[src/rtl/conv_pkg.sv]
// Shared types and constants for the convolution tap sequencer.
package conv_pkg;

  typedef enum logic [1:0] {
    IDLE  = 2'd0,
    RUN   = 2'd1,
    DRAIN = 2'd2
  } seq_state_t;

  localparam int unsigned K3  = 3;
  localparam int unsigned K5  = 5;
  localparam int unsigned KK3 = K3 * K3;
  localparam int unsigned KK5 = K5 * K5;

endpackage

[src/rtl/conv_delay_line.sv]
// Fixed-depth shift register aligning tap flags and ofmd address with RAM read data.
module conv_delay_line #(
  parameter int unsigned DEPTH = 2,
  parameter int unsigned W     = 12
) (
  input  logic         clk_i,
  input  logic         clr_i,
  input  logic [W-1:0] d_i,
  output logic [W-1:0] q_o
);

  logic [W-1:0] sr_q [DEPTH];

  always_ff @(posedge clk_i) begin
    if (clr_i) begin
      for (int unsigned i = 0; i < DEPTH; i++) sr_q[i] <= '0;
    end else begin
      sr_q[0] <= d_i;
      for (int unsigned i = 1; i < DEPTH; i++) sr_q[i] <= sr_q[i-1];
    end
  end

  assign q_o = sr_q[DEPTH-1];

endmodule

[src/rtl/conv_tap_sequencer.sv]
// Walks every output pixel and kernel tap, issuing ifmd/kw read addresses and
// delayed MAC control flags; pulses calc_done once the final tap drains.
module conv_tap_sequencer
  import conv_pkg::*;
#(
  parameter int unsigned IFMD_W = 16,
  parameter int unsigned IFMD_H = 16,
  parameter int unsigned ADDR_W = 8,
  parameter int unsigned KW_AW  = 5,
  parameter int unsigned RD_LAT = 2
) (
  input  logic              clk,
  input  logic              rst,
  input  logic              start,
  input  logic              is_5x5,
  input  logic              en,
  output logic              busy,
  output logic [ADDR_W-1:0] ifmd_addr,
  output logic [KW_AW-1:0]  kw_addr,
  output logic              rd_issue,
  output logic              tap_valid,
  output logic              tap_first,
  output logic              tap_last,
  output logic [ADDR_W-1:0] ofmd_addr,
  output logic              calc_done
);

  localparam int unsigned XW  = $clog2(IFMD_W);
  localparam int unsigned YW  = $clog2(IFMD_H);
  localparam int unsigned DLW = ADDR_W + 4;

  seq_state_t state_q, state_d;
  logic              k5_q, k5_d;
  logic [2:0]        kx_q, kx_d, ky_q, ky_d;
  logic [XW-1:0]     ox_q, ox_d;
  logic [YW-1:0]     oy_q, oy_d;
  logic [ADDR_W-1:0] row_base_q, row_base_d, pix_base_q, pix_base_d;
  logic [ADDR_W-1:0] tap_row_q, tap_row_d, ifmd_cur_q, ifmd_cur_d;
  logic [ADDR_W-1:0] ofmd_cur_q, ofmd_cur_d, ifmd_hold_q;
  logic [KW_AW-1:0]  kw_cur_q, kw_cur_d, kw_hold_q;

  logic [2:0]        km1;
  logic [XW-1:0]     ow_m1;
  logic [YW-1:0]     oh_m1;
  logic              kx_end, ky_end, ox_end, oy_end, pix_end, last_tap, first_tap;
  logic              accept, issue;
  logic [DLW-1:0]    dl_d, dl_q;

  assign km1   = k5_q ? 3'(K5 - 1) : 3'(K3 - 1);
  assign ow_m1 = k5_q ? XW'(IFMD_W - K5) : XW'(IFMD_W - K3);
  assign oh_m1 = k5_q ? YW'(IFMD_H - K5) : YW'(IFMD_H - K3);

  assign kx_end    = (kx_q == km1);
  assign ky_end    = (ky_q == km1);
  assign ox_end    = (ox_q == ow_m1);
  assign oy_end    = (oy_q == oh_m1);
  assign pix_end   = kx_end && ky_end;
  assign last_tap  = pix_end && ox_end && oy_end;
  assign first_tap = (kx_q == 3'd0) && (ky_q == 3'd0);
  assign accept    = (state_q == IDLE) && start;

  always_ff @(posedge clk) begin
    if (rst) state_q <= IDLE;
    else     state_q <= state_d;
  end

  always_comb begin
    state_d = state_q;
    unique case (state_q)
      IDLE:    if (start) state_d = RUN;
      RUN:     if (issue && last_tap) state_d = DRAIN;
      DRAIN:   if (calc_done) state_d = IDLE;
      default: state_d = IDLE;
    endcase
  end

  always_comb begin
    busy      = (state_q != IDLE);
    issue     = (state_q == RUN) && en;
    rd_issue  = issue;
    ifmd_addr = issue ? ifmd_cur_q : ifmd_hold_q;
    kw_addr   = issue ? kw_cur_q : kw_hold_q;
  end

  // Addresses advance by adds only: tap_row tracks (oy+ky)*IFMD_W+ox,
  // pix_base tracks oy*IFMD_W+ox, row_base tracks oy*IFMD_W.
  always_comb begin
    k5_d       = k5_q;
    kx_d       = kx_q;
    ky_d       = ky_q;
    ox_d       = ox_q;
    oy_d       = oy_q;
    row_base_d = row_base_q;
    pix_base_d = pix_base_q;
    tap_row_d  = tap_row_q;
    ifmd_cur_d = ifmd_cur_q;
    ofmd_cur_d = ofmd_cur_q;
    kw_cur_d   = kw_cur_q;
    if (accept) begin
      k5_d       = is_5x5;
      kx_d       = '0;
      ky_d       = '0;
      ox_d       = '0;
      oy_d       = '0;
      row_base_d = '0;
      pix_base_d = '0;
      tap_row_d  = '0;
      ifmd_cur_d = '0;
      ofmd_cur_d = '0;
      kw_cur_d   = '0;
    end else if (issue && !last_tap) begin
      if (!kx_end) begin
        kx_d       = kx_q + 3'd1;
        ifmd_cur_d = ifmd_cur_q + ADDR_W'(1);
        kw_cur_d   = kw_cur_q + KW_AW'(1);
      end else if (!ky_end) begin
        kx_d       = '0;
        ky_d       = ky_q + 3'd1;
        tap_row_d  = tap_row_q + ADDR_W'(IFMD_W);
        ifmd_cur_d = tap_row_d;
        kw_cur_d   = kw_cur_q + KW_AW'(1);
      end else begin
        kx_d       = '0;
        ky_d       = '0;
        kw_cur_d   = '0;
        ofmd_cur_d = ofmd_cur_q + ADDR_W'(1);
        if (!ox_end) begin
          ox_d       = ox_q + XW'(1);
          pix_base_d = pix_base_q + ADDR_W'(1);
        end else begin
          ox_d       = '0;
          oy_d       = oy_q + YW'(1);
          row_base_d = row_base_q + ADDR_W'(IFMD_W);
          pix_base_d = row_base_d;
        end
        tap_row_d  = pix_base_d;
        ifmd_cur_d = pix_base_d;
      end
    end
  end

  always_ff @(posedge clk) begin
    if (rst) begin
      k5_q        <= '0;
      kx_q        <= '0;
      ky_q        <= '0;
      ox_q        <= '0;
      oy_q        <= '0;
      row_base_q  <= '0;
      pix_base_q  <= '0;
      tap_row_q   <= '0;
      ifmd_cur_q  <= '0;
      ofmd_cur_q  <= '0;
      kw_cur_q    <= '0;
      ifmd_hold_q <= '0;
      kw_hold_q   <= '0;
    end else begin
      k5_q       <= k5_d;
      kx_q       <= kx_d;
      ky_q       <= ky_d;
      ox_q       <= ox_d;
      oy_q       <= oy_d;
      row_base_q <= row_base_d;
      pix_base_q <= pix_base_d;
      tap_row_q  <= tap_row_d;
      ifmd_cur_q <= ifmd_cur_d;
      ofmd_cur_q <= ofmd_cur_d;
      kw_cur_q   <= kw_cur_d;
      if (issue) begin
        ifmd_hold_q <= ifmd_cur_q;
        kw_hold_q   <= kw_cur_q;
      end
    end
  end

  assign dl_d = {issue, issue && first_tap, issue && pix_end, issue && last_tap, ofmd_cur_q};

  conv_delay_line #(
    .DEPTH (RD_LAT),
    .W     (DLW)
  ) u_delay (
    .clk_i (clk),
    .clr_i (rst),
    .d_i   (dl_d),
    .q_o   (dl_q)
  );

  always_comb begin
    tap_valid = dl_q[ADDR_W+3];
    tap_first = dl_q[ADDR_W+3] && dl_q[ADDR_W+2];
    tap_last  = dl_q[ADDR_W+3] && dl_q[ADDR_W+1];
    calc_done = dl_q[ADDR_W+3] && dl_q[ADDR_W+1] && dl_q[ADDR_W];
    ofmd_addr = dl_q[ADDR_W-1:0];
  end

endmodule

[config.mk]
export PLATFORM = sky130hd
export DESIGN_NAME = conv_tap_sequencer
export DESIGN_NICKNAME = d
export VERILOG_FILES = /design/src/rtl/conv_pkg.sv /design/src/rtl/conv_delay_line.sv /design/src/rtl/conv_tap_sequencer.sv
export SDC_FILE = /design/constraint.sdc
export NUM_CORES = 1
export LEC_CHECK = 0
export ABC_AREA = 0
export ABC_CLOCK_PERIOD_IN_PS = 3000
export CORE_AREA = 4 4 84 102
export CTS_CLUSTER_SIZE = 40
export DETAILED_ROUTE_END_ITERATION = 12
export DIE_AREA = 0 0 88 106
export PLACE_DENSITY = 0.77
export SYNTH_ARGS = -nofsm -noshare
export SYNTH_HDL_FRONTEND = slang
export SYNTH_SLANG_ARGS = --single-unit
[constraint.sdc]
create_clock -name clk -period 3 [get_ports clk]
set_clock_uncertainty 0.05 [all_clocks]
set_input_delay 0.6 -clock clk [delete_from_list [all_inputs] [get_ports clk]]
set_output_delay 0.6 -clock clk [all_outputs]
set_load 0.005 [all_outputs]
==> flow_summary.yaml <==
global_routing:
  overflow: 0
  grt_pass1_wl_um: 15100
  grt_pass1_vias: 3317
  grt_max_degree: 41
  grt_use_total_pct: 20.2
  antenna_found_initial: 0
timing:
  rsz0062_at_grt: "no"
  setup_violations: 0
  finalHoldViolations: 0
  timing.final.crit_share_pct: 94.0
  slew_violations: 0
  slew_headroom_pct: 57.1
  fin_hold_ws_ns: 0.391
  tns_ns: 0
  fin_ws_ns: 0.179
  period_minus_slack_ns: 2.82
  timing.fmax_mhz: 355
  worstMarginPinSlew_ns: 0.644
yosys:
  synth-edff-count: 0
  ys_top_cells_by_area: "dfxtp_1 45%, nand2_1 7.2%, a21oi_1 5.6%, ha_1 3.5%, nor2b_1 3.1%"
  synth_seq_cells: 95
  synth_fp_nets: 516
  avgSynthCellArea_sq_um: 8.56
  synth_flop_cell: "dfxtp_1"
  yosysUniqueCellTypes: 60
  ys_seq_area_share_pct: 44.5
  synth_top_area_share_pct: 44.5
  syn_area_sq_um: 4270
  ys_warn_count: 0
  synth-async-reset-ratio_pct: 0
  netlist_instances: 499
  yosys.area.top_type: "dfxtp_1"
routing:
  wl_met1_um: 3880
  routedWlPerCell_um: 14.4
  wl_met2_um: 4430
  drc: 0
  wl_met3_um: 430
  dr.pass1.iters: 6
  ant_nets: 0
  top_layer: "met4"
  drt_iter0_drc: 173
  vias: 3565
  routed_wl_um: 8890
  viasPerCell: 5.77
clock_network:
  cts_buffer_depth: 2
  cts.sinks: 95
  ctsHoldBuffers: 0
  cts_resized: 0
  cts_tree: "done"
  cts_made_buffers: 9
  clkTransAtPathRegs_ns: 0.09
  clock_latency_ns: 0.37
  cts_root_buf: "clkbuf_8"
  post_cts_buffers: 0
  cts_max_level: 3
critical_path:
  critPathTopFamily: "buffers and inverters"
  critPathKind: "in2out"
  cp_cell_sequence: "clkdlybuf4s50_1 > nand3b_1 > buf_4 > o21ai_0 > clkdlybuf4s50_1"
  cpMaxStageDelayCell: "clkdlybuf4s50_1"
  ff2ff_path_depth: 5
  slowest_delay_ns: 0.54
  timing.rr.end: "oy_q[3]$_SDFFE_PP0P_"
  start_kind: "primary input"
  r2r_start: "k5_q$_SDFFE_PP0P_"
  arrival_ns: 2.17
  required_ns: 2.35
  worstSetupEndpointType: "primary output"
  path_buf_inv: 3
  path_max_fanout: 24
  r2r_slack_ns: 0.41
  critPathMostFrequentCell: "clkdlybuf4s50_1"
hold_path:
  hold_end: "u_delay.sr_q[0][16]$_SDFF_PP0_"
  hold_class: "reg2reg"
  worstHoldStart: "u_delay.sr_q[0][4]$_SDFF_PP0_"
  whs_path_depth: 1
floorplanning:
  fp.dieH_um: 106
  io_pins: 32
  die_x_um: 88
  dieArea_sq_um: 9330
  std_cell_rows: 35
  design.core.area_sq_um: 7580
  start_util_pct: 56.4
power_and_ir_drop:
  power_mw: 2.36
  peakVddDrop_mv: 0.283
  powerDensity_nw_per_um2: 483
  static-leakage-power_nw: 1.79
layout:
  stdcell_area_sq_um: 4900
  diodes: 0
  layout.nets: 538
  fin_util_pct: 64.6
  final_layout_size_suffix_gt1_share_pct: 7.79
  final_cell_mix: "95 x dfxtp_1, 82 x nand2_1, 48 x a21oi_1"
  stdcell_count: 618
  fill_cells: 648
  mostFrequentLayoutCell: "dfxtp_1"
  synthToLayoutAreaGrowth_pct: 14.6
run_status:
  status: "completed"
placement:
  post-place-cells: 602
  place_congestion: 0.820
  port_buffers: 31
  place_area_sq_um: 4650
  dpl.hpwl_um: 6210
  place_ws_ns: 0.183
run:
  maxCapViolations: 0
registers in the layout, summed over array words and instances (netlist names), 2 cells and up:
signal / flops
u_delay.sr_q: 24
ifmd_cur_q: 8
ifmd_hold_q: 8
ofmd_cur_q: 8
pix_base_q: 8
tap_row_q: 8
kw_cur_q: 5
kw_hold_q: 5
ox_q: 4
oy_q: 4
row_base_q: 4
kx_q: 3
ky_q: 3
state_q: 2
power by group:
part,internal [mW],switching [mW]
Sequential,1.27,0.00649
Clock,0.560,0.448
Combinational,0.0297,0.0540
routing by layer:
metal,GRT usage (%),up-vias
met3,3.80,15
met2,33.7,86
met1,25.4,1668
met4,7.68,0
li1,-,1796
met5,0,-
kinds of logic (layout without fill, tap and decap cells):
logic type | Yosys count | count (layout) | share of synthesized area [%]
AO/OA/AOI/OAI | 115 | 115 | 17.8
adder cells (fa/ha/maj) | 12 | 12 | 3.51
buffers and inverters | 49 | 76 | 5.51
multiplexers | 3 | 3 | 0.703
XOR/XNOR | 19 | 19 | 3.90
AND/OR/NAND/NOR | 206 | 206 | 24.1
flip-flops | 95 | 95 | 44.5
how the worst max path moves through the flow:
stage,slack (ns),cells past startpoint,from,end
floorplan,0.65,6,en,ifmd_addr[0]
global placement,0.23,5,en,ifmd_addr[2]
detailed placement,0.18,5,en,ifmd_addr[2]
CTS,0.17,5,en,ifmd_addr[2]
global route,0.12,5,en,ifmd_addr[2]
finish,0.18,5,en,ifmd_addr[2]
cell usage after synthesis (2+ instances only):
master	instances
a21o_1	3
and3_1	4
nand4_1	6
nand3b_1	2
o31ai_1	4
buf_4	9
buf_2	8
a31oi_1	10
ha_1	12
o211ai_1	3
a21oi_1	48
mux2i_1	3
nor2_1	24
and2_1	5
inv_1	14
xnor2_1	12
o21ai_0	16
o22ai_1	2
o21ai_1	2
nand2_1	82
or4b_1	2
nor3_1	6
nand4bb_1	2
nor2b_1	21
xor2_1	7
or4_1	3
o311a_1	2
o2111ai_1	3
nand4b_1	2
a31o_2	2
or3_1	16
a211oi_1	4
buf_1	3
nand3_1	24
dfxtp_1	95
clkbuf_1	14
area by class of cell:
type | instances | area (sq um) | share of cell area [%]
Clock inverter | 6 | 116 | 2.38
Multi-Input combinational cell | 355 | 2130 | 43.6
Clock buffer | 10 | 128 | 2.61
Inverter | 14 | 52.6 | 1.07
Tap cell | 92 | 115 | 2.35
Sequential cell | 95 | 1900 | 38.8
Timing Repair Buffer | 46 | 448 | 9.15
Power figures use the tool's default switching activity.
